$ cat src/rtl/bus_change_logger.sv
// Change logger for a monitored bus: timestamps every value change and queues
// {ts, value, drop} records in a first-word-fall-through FIFO drained over valid/ready.
module bus_change_logger #(
    parameter int DATA_W = 8,
    parameter int TS_W   = 16,
    parameter int DEPTH  = 8
) (
    input  logic                       clk,
    input  logic                       rstn,
    input  logic                       en,
    input  logic [DATA_W-1:0]          sample_in,
    input  logic                       clr_ovf,
    output logic                       out_valid,
    input  logic                       out_ready,
    output logic [TS_W-1:0]            out_ts,
    output logic [DATA_W-1:0]          out_data,
    output logic                       out_drop,
    output logic [$clog2(DEPTH):0]     count,
    output logic                       overflow
);

    localparam int PW = $clog2(DEPTH);
    localparam int CW = PW + 1;

    typedef enum logic [1:0] {
        IDLE = 2'd0,
        ARM  = 2'd1,
        RUN  = 2'd2
    } state_t;

    state_t              state_r;
    logic [TS_W-1:0]     ts_r;
    logic [DATA_W-1:0]   prev_r;
    logic [PW-1:0]       wr_ptr_r;
    logic [PW-1:0]       rd_ptr_r;
    logic [CW-1:0]       count_r;
    logic                overflow_r;
    logic                drop_pend_r;

    logic [TS_W-1:0]     ts_mem_r   [DEPTH];
    logic [DATA_W-1:0]   data_mem_r [DEPTH];
    logic                drop_mem_r [DEPTH];

    logic                capture_s;
    logic                empty_s;
    logic                full_s;
    logic                pop_s;
    logic                push_s;
    logic                drop_s;

    // Capture decision: ARM always records the starting value, RUN only on change.
    always_comb begin
        capture_s = 1'b0;
        case (state_r)
            ARM:     capture_s = 1'b1;
            RUN:     capture_s = en && (sample_in != prev_r);
            default: capture_s = 1'b0;
        endcase
    end

    assign empty_s = (count_r == CW'(0));
    assign full_s  = (count_r == CW'(DEPTH));
    assign pop_s   = !empty_s && out_ready;
    // A full FIFO still accepts a record when the head leaves on the same edge.
    assign push_s  = capture_s && (!full_s || pop_s);
    assign drop_s  = capture_s && full_s && !pop_s;

    // Free-running timestamp and capture FSM with the previous-value register.
    always_ff @(posedge clk or negedge rstn) begin
        if (!rstn) begin
            ts_r    <= {TS_W{1'b0}};
            prev_r  <= {DATA_W{1'b0}};
            state_r <= IDLE;
        end else begin
            ts_r <= ts_r + TS_W'(1);
            case (state_r)
                IDLE: begin
                    state_r <= en ? ARM : IDLE;
                end
                ARM: begin
                    prev_r  <= sample_in;
                    state_r <= en ? RUN : IDLE;
                end
                RUN: begin
                    prev_r  <= sample_in;
                    state_r <= en ? RUN : IDLE;
                end
                default: begin
                    state_r <= IDLE;
                end
            endcase
        end
    end

    // FIFO pointers, occupancy, sticky overflow and pending-drop marker.
    always_ff @(posedge clk or negedge rstn) begin
        if (!rstn) begin
            wr_ptr_r    <= {PW{1'b0}};
            rd_ptr_r    <= {PW{1'b0}};
            count_r     <= {CW{1'b0}};
            overflow_r  <= 1'b0;
            drop_pend_r <= 1'b0;
        end else begin
            if (push_s) begin
                wr_ptr_r <= wr_ptr_r + PW'(1);
            end
            if (pop_s) begin
                rd_ptr_r <= rd_ptr_r + PW'(1);
            end
            case ({push_s, pop_s})
                2'b10:   count_r <= count_r + CW'(1);
                2'b01:   count_r <= count_r - CW'(1);
                default: count_r <= count_r;
            endcase
            if (drop_s) begin
                overflow_r <= 1'b1;
            end else if (clr_ovf) begin
                overflow_r <= 1'b0;
            end
            if (drop_s) begin
                drop_pend_r <= 1'b1;
            end else if (push_s) begin
                drop_pend_r <= 1'b0;
            end
        end
    end

    // Record storage; contents are don't-care until the pointers make them live.
    always_ff @(posedge clk) begin
        if (push_s) begin
            ts_mem_r[wr_ptr_r]   <= ts_r;
            data_mem_r[wr_ptr_r] <= sample_in;
            drop_mem_r[wr_ptr_r] <= drop_pend_r;
        end
    end

    // Head entry presented directly from storage, forced to zero while empty.
    always_comb begin
        if (empty_s) begin
            out_ts   = {TS_W{1'b0}};
            out_data = {DATA_W{1'b0}};
            out_drop = 1'b0;
        end else begin
            out_ts   = ts_mem_r[rd_ptr_r];
            out_data = data_mem_r[rd_ptr_r];
            out_drop = drop_mem_r[rd_ptr_r];
        end
    end

    assign out_valid = !empty_s;
    assign count     = count_r;
    assign overflow  = overflow_r;

endmodule

$ cat config.mk
export PLATFORM = sky130hd
export DESIGN_NAME = bus_change_logger
export DESIGN_NICKNAME = d
export VERILOG_FILES = /design/src/rtl/bus_change_logger.sv
export SDC_FILE = /design/constraint.sdc
export NUM_CORES = 1
export LEC_CHECK = 0
export BUFFER_PORTS_ARGS = -buffer_cell sky130_fd_sc_hd__buf_2
export CORE_MARGIN = 4
export CORE_UTILIZATION = 35
export DETAILED_ROUTE_END_ITERATION = 16
export PLACE_DENSITY = 0.51
export SYNTH_ARGS = -nofsm -noshare
export SYNTH_HDL_FRONTEND = slang
export SYNTH_SLANG_ARGS = --single-unit
$ cat constraint.sdc
create_clock -name clk -period 10.8 [get_ports clk]
set_clock_uncertainty 0.15 [all_clocks]
set_input_delay 2.16 -clock clk [delete_from_list [all_inputs] [get_ports clk]]
set_output_delay 2.16 -clock clk [all_outputs]
set_load 0.02 [all_outputs]
Word-level counts from Yosys, hierarchy flattened
Memories as Yosys holds them, arrays and structs flattened.
Index checks and enable logic that the tools add are counted.
- $add $sub $neg: 5
- eq/ne operators: 6
- mux-type cells: 14
- reduce and logical (&&, ||, !) cells: 15
- operators by type and width (kind ; number):
    adder 16 x 1 -> 16 bit (second input constant) ; 1
    two-way mux 16 bit ; 1
    two-way mux 1 bit ; 8
    two-way mux 8 bit ; 1
    inequality test 8 bit ; 1
    one-hot mux 4 bit (2 select lines) ; 1
    adder 3 x 1 -> 3 bit (second input constant) ; 2
    nonzero test 2 bit ; 3
    logical AND 1 bit ; 5
    adder 4 x 1 -> 4 bit (second input constant) ; 1
    == test 2 x 1 -> 1 bit (second input constant) ; 2
    == test 2 bit (second input constant) ; 2
    == test 4 bit (second input constant) ; 1
    zero test 4 bit ; 1
    one-hot mux 2 bit (2 select lines) ; 1
    subtractor 4 x 1 -> 4 bit (second input constant) ; 1
    zero test 1 bit ; 3
    zero test 2 bit ; 1
    two-way mux 2 bit ; 1
    one-hot mux 1 bit (2 select lines) ; 1
    OR reduction 2 bit ; 1
    logical OR 1 bit ; 1
- memories: 3
- logic and storage cells: 51
- RAM bits: 200
- bits in registers: 38
- memory list (memory ; words ; width ; rd ports ; clocked after Yosys merged registers in ; write ports ; line ; source):
    ts_mem_r ; 8 ; 16 ; 1 ; 0 ; 1 ; 40 ; logic [TS_W-1:0] ts_mem_r [DEPTH];
    data_mem_r ; 8 ; 8 ; 1 ; 0 ; 1 ; 41 ; logic [DATA_W-1:0] data_mem_r [DEPTH];
    drop_mem_r ; 8 ; 1 ; 1 ; 0 ; 1 ; 42 ; logic drop_mem_r [DEPTH];

Depth between registers and ports, before layout
Gate-level depths: netlist of run 1.
- word-level depth: 7
- gate-level depth with buffers: 13

Worst setup path after synthesis of run 1
Ideal clock, no wire load.
- path type: in2reg
- from: in sample_in[0]
- to: mem data_mem_r[0][0], enable pin
- data arrival time: 4.664 ns
- required time: 10.212 ns
- buffers on the path: 0
- slack: 5.548 ns
- library setup time: 0.438 ns
- cell stages on the path: 5
- path through: xnor2_1 -> and4_1 -> a21oi_2 -> o2111ai_1 -> nor3_1
- cells in the longest elaborated chain, start to end: 6
- RTL lines (item ; line ; source):
    from (decl) ; 11 ; input logic [DATA_W-1:0] sample_in,
    inequality test 8 bit ; 56 ; RUN: capture_s = en && (sample_in != prev_r);
    logical AND 1 bit ; 56 ;
    one-hot mux 1 bit (2 select lines) ; 54 ; case (state_r)
    logical AND 1 bit ; 65 ; assign push_s = capture_s && (!full_s || pop_s);
    two-way mux 1 bit ; 130 ; if (push_s) begin
    two-way mux 1 bit (not written as such) ; 132 ; data_mem_r[wr_ptr_r] <= sample_in;
    to (decl) ; 41 ;
Every way passes these cells.

Worst setup path in the final report of run 1
- from: reg rd_ptr_r[0]
- to: out out_ts[12]
- cells in the longest elaborated chain, start to end: 2
- RTL lines (item ; line ; source):
    from (decl) ; 35 ; logic [PW-1:0] rd_ptr_r;
    from (signal assigned) ; 99 ; rd_ptr_r <= {PW{1'b0}};
    from (signal assigned) ; 108 ; rd_ptr_r <= rd_ptr_r + PW'(1);
    memory read (8 x 16 bit) ; n/a ;
    two-way mux 16 bit ; 139 ; if (empty_s) begin
    to (decl) ; 15 ; output logic [TS_W-1:0] out_ts,
Every way passes these cells.

==> results of run 1 <==
==> sequential cells by signal, indices dropped and copies added, names as in the netlist <==
register	flops
overflow	1
ts_mem_r	128
drop_pend_r	1
ts_r	16
rd_ptr_r	3
state_r	2
wr_ptr_r	3
drop_mem_r	8
prev_r	8
count	4
data_mem_r	64
==> layout make-up <==
class,count,area [um2]
Sequential cell,238,6962
Clock inverter,19,120.1
Timing Repair Buffer,54,297.8
Multi-Input combinational cell,218,2452
Clock buffer,28,658.1
Tap cell,341,426.7
Inverter,11,41.29
Fill cell,2424,15920
==> where the power goes <==
| part | leakage [nW] | switching, W | total [W] | internal, W |
|---|---|---|---|---|
| clock network | 0.389 | 0.000342 | 0.000803 | 0.000461 |
| registers | 2.28 | 0.000131 | 0.00121 | 0.00108 |
| logic | 1.14 | 0.000417 | 0.000770 | 0.000353 |
| total | 3.81 | 0.000890 | 0.00278 | 0.00189 |
==> synthesized netlist by cell type (all sizes together) (2+ instances only) <==
library cell	n	area, um2
edfxtp	200	6006
mux4	50	1126
dfrtp	38	950.9
nor2	34	127.6
mux2i	29	290.3
xnor2	24	210.2
clkbuf	13	48.80
inv	11	41.29
mux2	10	112.6
ha	9	112.6
nand3	9	45.04
buf	7	35.03
nand2	7	28.78
xor2	5	43.79
and3	4	25.02
a21o	3	23.77
a21oi	3	18.77
and4	3	26.28
nand4	3	18.77
nor3	3	15.01
o2111ai	3	26.28
nand2b	2	12.51
o21ai	2	13.76
o31ai	2	20.02
==> cells by family after synthesis <==
group                    Yosys count
AO/OA/AOI/OAI                     19
XOR/XNOR                          29
adder cells (fa/ha/maj)           10
buffers and inverters             31
flip-flops                       238
multiplexers                      89
AND/OR/NAND/NOR                   71
==> worst paths after layout <==
path | slack [ps] | end | cells past startpoint
min reg2reg | 380 | prev_r[7] | 1
min in group asynchronous | 1620 | count[1] | 1
min | 380 | prev_r[7] | 1
max | 5680 | out_ts[12] | 4
max reg2reg | 7500 | count[3] | 12
max in group asynchronous | 8180 | rd_ptr_r[0] | 1
==> critical path, delay by kind of cell, from the launching register on <==
kind / cells / cell delay (ps)
DFF: 1 / 1150
muxes: 2 / 870
buffers and inverters: 1 / 170
and+or+nand+nor: 1 / 70
==> per-stage QoR <==
stage                     hold slack [ps]  utilization, %  instance area (um2)  total power [W]
final                               377.6           40.77                10960         0.002784
after global routing                399.9           40.77                10960         0.002946
after CTS                           381.1           40.77                10960         0.002837
after detailed placement            367.8           37.88                10180         0.002028
after global placement              370.0           37.88                10180         0.002016
after floorplan                     342.4               -                 9509         0.001764
==> layer usage <==
layer  vias to the layer above  wire length [um]
met3                        31               683
met1                      2406              9374
li1                       2060                 -
met4                         0               379
met5                         -                 0
met2                        91              9402
==> layout by cell type (no fill, tap or decap), drive strengths merged, types with 11 or more instances in the layout <==
cell,n
nor2,34
mux2i,29
xnor2,24
inv,11
clkbuf,28
buf,54
edfxtp,200
mux4,50
clkinv,18
dfrtp,38
==> impl_metrics.toml, run 1 <==
[outcome]
status = "finished, final reports clean"

[timing]
hold_violations = 0
grt_setup_unrepaired = "false"
slew_violations = 0
slew_headroom_pct = 27.07
fin_ws_ps = 5677
setup_viol = 0
period_minus_slack_ps = 5123
worstMarginPinSlew_ps = 1094
fin_crit_sh_pct = 47.43
finalSetupTns_ps = 0
fmaxAchievable_mhz = 195.2

[route]
drt_iter0_markers = 341
route.detailed.drc = 0
wl_um = 19840
firstDrtPassIters = 4
viasPerCell = 5.047
antenna_left = 0
dr_total_vias = 4588
post_drt_wl_per_cell_um = 21.83

[worst_setup_path]
required_ps = 8490
setup.worst_path.start = "rd_ptr_r[0]"
crit_fanout = 52
critical_path.endpoint_type = "output port"
arrival_ps = 2810
path_class = "flop to output port"
cpPeakStageDelay_ps = 1150
crit_path_cell_trace = "mux4_2 > mux2i_1 > nor2_1 > buf_2"
startpoint_type = "flop"
crit_path_top_delay_cell = "dfrtp_4"
regToRegStartpoint = "state_r[0]"

[synth]
ys_ff_latch = 238
synth_fp_nets = 510
synth-compound-area-share_pct = 1.645
synth_cell_types = 44
synth_fa_ha_area_share_pct = 1.395
synthSimpleGateAreaFrac_pct = 3.737
seq_area_frac_synth_pct = 73.16
synthFlopType = "edfxtp_1"
synth_xor_area_share_pct = 2.671
syn-cell-area_mm2 = 0.009509
yosysWarningCount = 0
synthMuxAreaShare_pct = 16.08
syn_inst = 487
syn_area_per_cell_um2 = 19.53
synthArstFlopShare_pct = 15.97
synth_top_family_by_area = "multiplexers"
synth_edf_count = 200

[floorplan]
die_w_um = 172.8
die-area_mm2 = 0.02987
boundaryPins = 44
core_area_mm2 = 0.02688
dieHeight_um = 172.8
start_util_pct = 35.38
rows = 60

[global_route]
track_usage_pct = 13.40
antenna_found_initial = 0
grt_pass1_wl_um = 31100
grt_pass1_vias = 4921
grtUsageMet2_pct = 21.66
grt_use_met1_pct = 19.41
grt_use_met3_pct = 1.902
grt_max_degree = 53
grt.overflow.total = 0
grt.busiest_layer = "met2"

[cells_and_area]
n_antenna_cell = 0
syn_to_final_growth_pct = 15.24
instances_no_fill = 909
num-nets-final = 572
drive_gt1_share_pct = 29.40

[placement]
place_congestion = 0.7131
dp_hpwl_um = 11940
place_ws_ps = 5824
place_inst = 862
portBuffers = 43

[clocking]
cts_num_sinks = 238
cts-resized-gates = 0
cts_buffer_depth = 3
clk_transition_reported_paths_ps = 60
cts_tree = "done"
holdBufCountCts = 0
clockRootBuffer = "clkbuf_16"
cts_buffers = 26
clock_latency_ps = 530
htree_levels = 1
cts_setup_buffers = 0

[hold_path]
hold_start = "prev_r[7]"
hp-class = "flop to flop"

[power]
vdd.ir_drop.worst_uv = 125.2
powerDensity_mw_per_mm2 = 254.1
power.leakage_nw = 3.806

[run]
maxCapViolations = 0
(Power assumes the default switching activity.)
==> run 2, diff against run 1 <==
--- a/config.mk
+++ b/config.mk
@@ -9,7 +9,7 @@
 export CORE_MARGIN = 4
 export CORE_UTILIZATION = 35
 export DETAILED_ROUTE_END_ITERATION = 16
-export PLACE_DENSITY = 0.51
+export PLACE_DENSITY = 0.53
 export SYNTH_ARGS = -nofsm -noshare
 export SYNTH_HDL_FRONTEND = slang
 export SYNTH_SLANG_ARGS = --single-unit
==> constraint.sdc (replaced) <==
create_clock -name clk -period 4.7 [get_ports clk]
set_clock_uncertainty 0.15 [all_clocks]
set_input_delay 0.94 -clock clk [delete_from_list [all_inputs] [get_ports clk]]
set_output_delay 0.94 -clock clk [all_outputs]
set_load 0.02 [all_outputs]
==> run 2 against run 1 <==
Against the previous run:
- hold slack got worse by 7.5 ps
- first-iteration DRC count decreased by 26%
- routed wire length shrank 4.9%
- clock power rose by 150%
- die area unchanged
- largest power group unchanged
- power up 130%
- sequential cell count stayed put
- cell count rose by 0.88%
- via count decreased by 1.0%
- critical path depth rose by 1
- sequential share of layout area decreased by 0.77 points
==> impl_metrics.toml, run 2 (synthesis results as in run 1) <==
[outcome]
status = "finished, final reports clean"

[cells_and_area]
final_cell_mix = "edfxtp_1, mux4_2, buf_2"
largest_reg_flops = 128
fill_cells = 2414
regArea_mm2 = 0.006962
num-nets-final = 579
reg_top3 = "ts_mem_r (128), data_mem_r (64), ts_r (16)"
utilization_pct = 41.28
n_antenna_cell = 0
regMostFlops = "ts_mem_r"
multi_input_area_mm2 = 0.002452
instances_no_fill = 917
syn_to_final_growth_pct = 16.66
drive_gt1_share_pct = 31.08
final_common_cell = "edfxtp_1"

[worst_setup_path]
critical_path.endpoint_type = "output port"
r2r_end = "count[3]"
r2r_cells = 12
regToRegStartpoint = "state_r[0]"
crit_fanout = 28
startpoint_type = "flop"
regToRegSetupSlack_ps = 1380
path_class = "flop to output port"
required_ps = 3610
arrival_ps = 2690

[clocking]
clock_latency_ps = 510
cts_tree = "done"
cts_num_sinks = 238
clk_transition_reported_paths_ps = 60
clockRootBuffer = "clkbuf_16"
htree_levels = 1
cts_buffers = 26
holdBufCountCts = 0
cts-resized-gates = 0
cts_buffer_depth = 3
cts_setup_buffers = 0

[power]
totalPowerFinal_w = 0.006535
vdd.ir_drop.worst_uv = 267.6
power.leakage_nw = 3.876
powerDensity_mw_per_mm2 = 589.1

[route]
firstDrtPassIters = 4
wl_um = 18870
antenna_left = 0
drt_iter0_markers = 252
viasPerCell = 4.953
dr_total_vias = 4542
post_drt_wl_per_cell_um = 20.58
route.detailed.drc = 0

[floorplan]
start_util_pct = 35.38
die-area_mm2 = 0.02987
die_w_um = 172.8
core_area_mm2 = 0.02688
dieHeight_um = 172.8
rows = 60
boundaryPins = 44

[timing]
holdWs_ps = 370.2
setup_viol = 0
grt_setup_unrepaired = "false"
slew_headroom_pct = 37.00
fmaxAchievable_mhz = 264.5
fin_crit_sh_pct = 80.45
slew_violations = 0
finalSetupTns_ps = 0
period_minus_slack_ps = 3781
hold_violations = 0
worstMarginPinSlew_ps = 944.9

[placement]
place_inst = 869
dp_hpwl_um = 11850
place_congestion = 0.7603
portBuffers = 43

[global_route]
grt_pass1_wl_um = 29710
grt_max_degree = 39
track_usage_pct = 12.59
antenna_found_initial = 0
grt_pass1_vias = 4938
grt.overflow.total = 0

[hold_path]
hold_end = "overflow"
hold_start = "overflow"
hp-class = "flop to flop"
whs_path_depth = 2

[run]
maxCapViolations = 0
run 2: worst max-delay path, stage by stage (launching register included):
cell and delay, ps:
dfrtp_4 790, buf_12 330, mux4_2 530, mux2i_1 260, nor2_1 60, buf_2 170
run 2: per-stage QoR:
step / area (um2) / setup slack (ps)
2_1_floorplan: 9509 / 667.8
3_3_place_gp: 10240 / 1137
3_5_place_dp: 10240 / 1098
4_1_cts: 11090 / 838.0
5_1_grt: 11090 / 743.2
6_report: 11090 / 918.8
run 2: final cells by class:
type | instances | area share, %
timing repair buffer | 61 | 3.271
tap | 341 | 3.846
inverter | 11 | 0.3722
clock inverter | 15 | 1.173
multi-input combinational | 218 | 22.11
clock buffer | 33 | 6.474
sequential | 238 | 62.76
run 2: worst max-delay path by stage:
stage                     slack [ps]          from               end
after global placement          1140  sample_in[4]  data_mem_r[7][3]
final                            920   rd_ptr_r[0]       out_data[6]
after detailed placement        1100  sample_in[4]          count[3]
after floorplan                  670  sample_in[0]  data_mem_r[0][0]
after CTS                        840   rd_ptr_r[0]       out_data[7]
after global routing             740   rd_ptr_r[0]       out_data[6]
run 2: power by group:
| part | switching, W | leakage, nW | total (W) | internal, W |
|---|---|---|---|---|
| clock | 0.000778 | 0.417 | 0.00197 | 0.00119 |
| sequential | 0.000224 | 2.28 | 0.00271 | 0.00248 |
| combinational | 0.00103 | 1.18 | 0.00186 | 0.000835 |
run 2: metal layers:
metal | vias to the layer above | global-route usage [%] | wire [um] | part of all wire [%]
li1 | 2077 | - | - | -
met1 | 2369 | 16.98 | 8368 | 44
met2 | 69 | 21.67 | 9527 | 50
met3 | 27 | 2.208 | 646 | 3.4
met4 | 0 | 2.594 | 325 | 1.7
met5 | - | 0 | 0 | 0
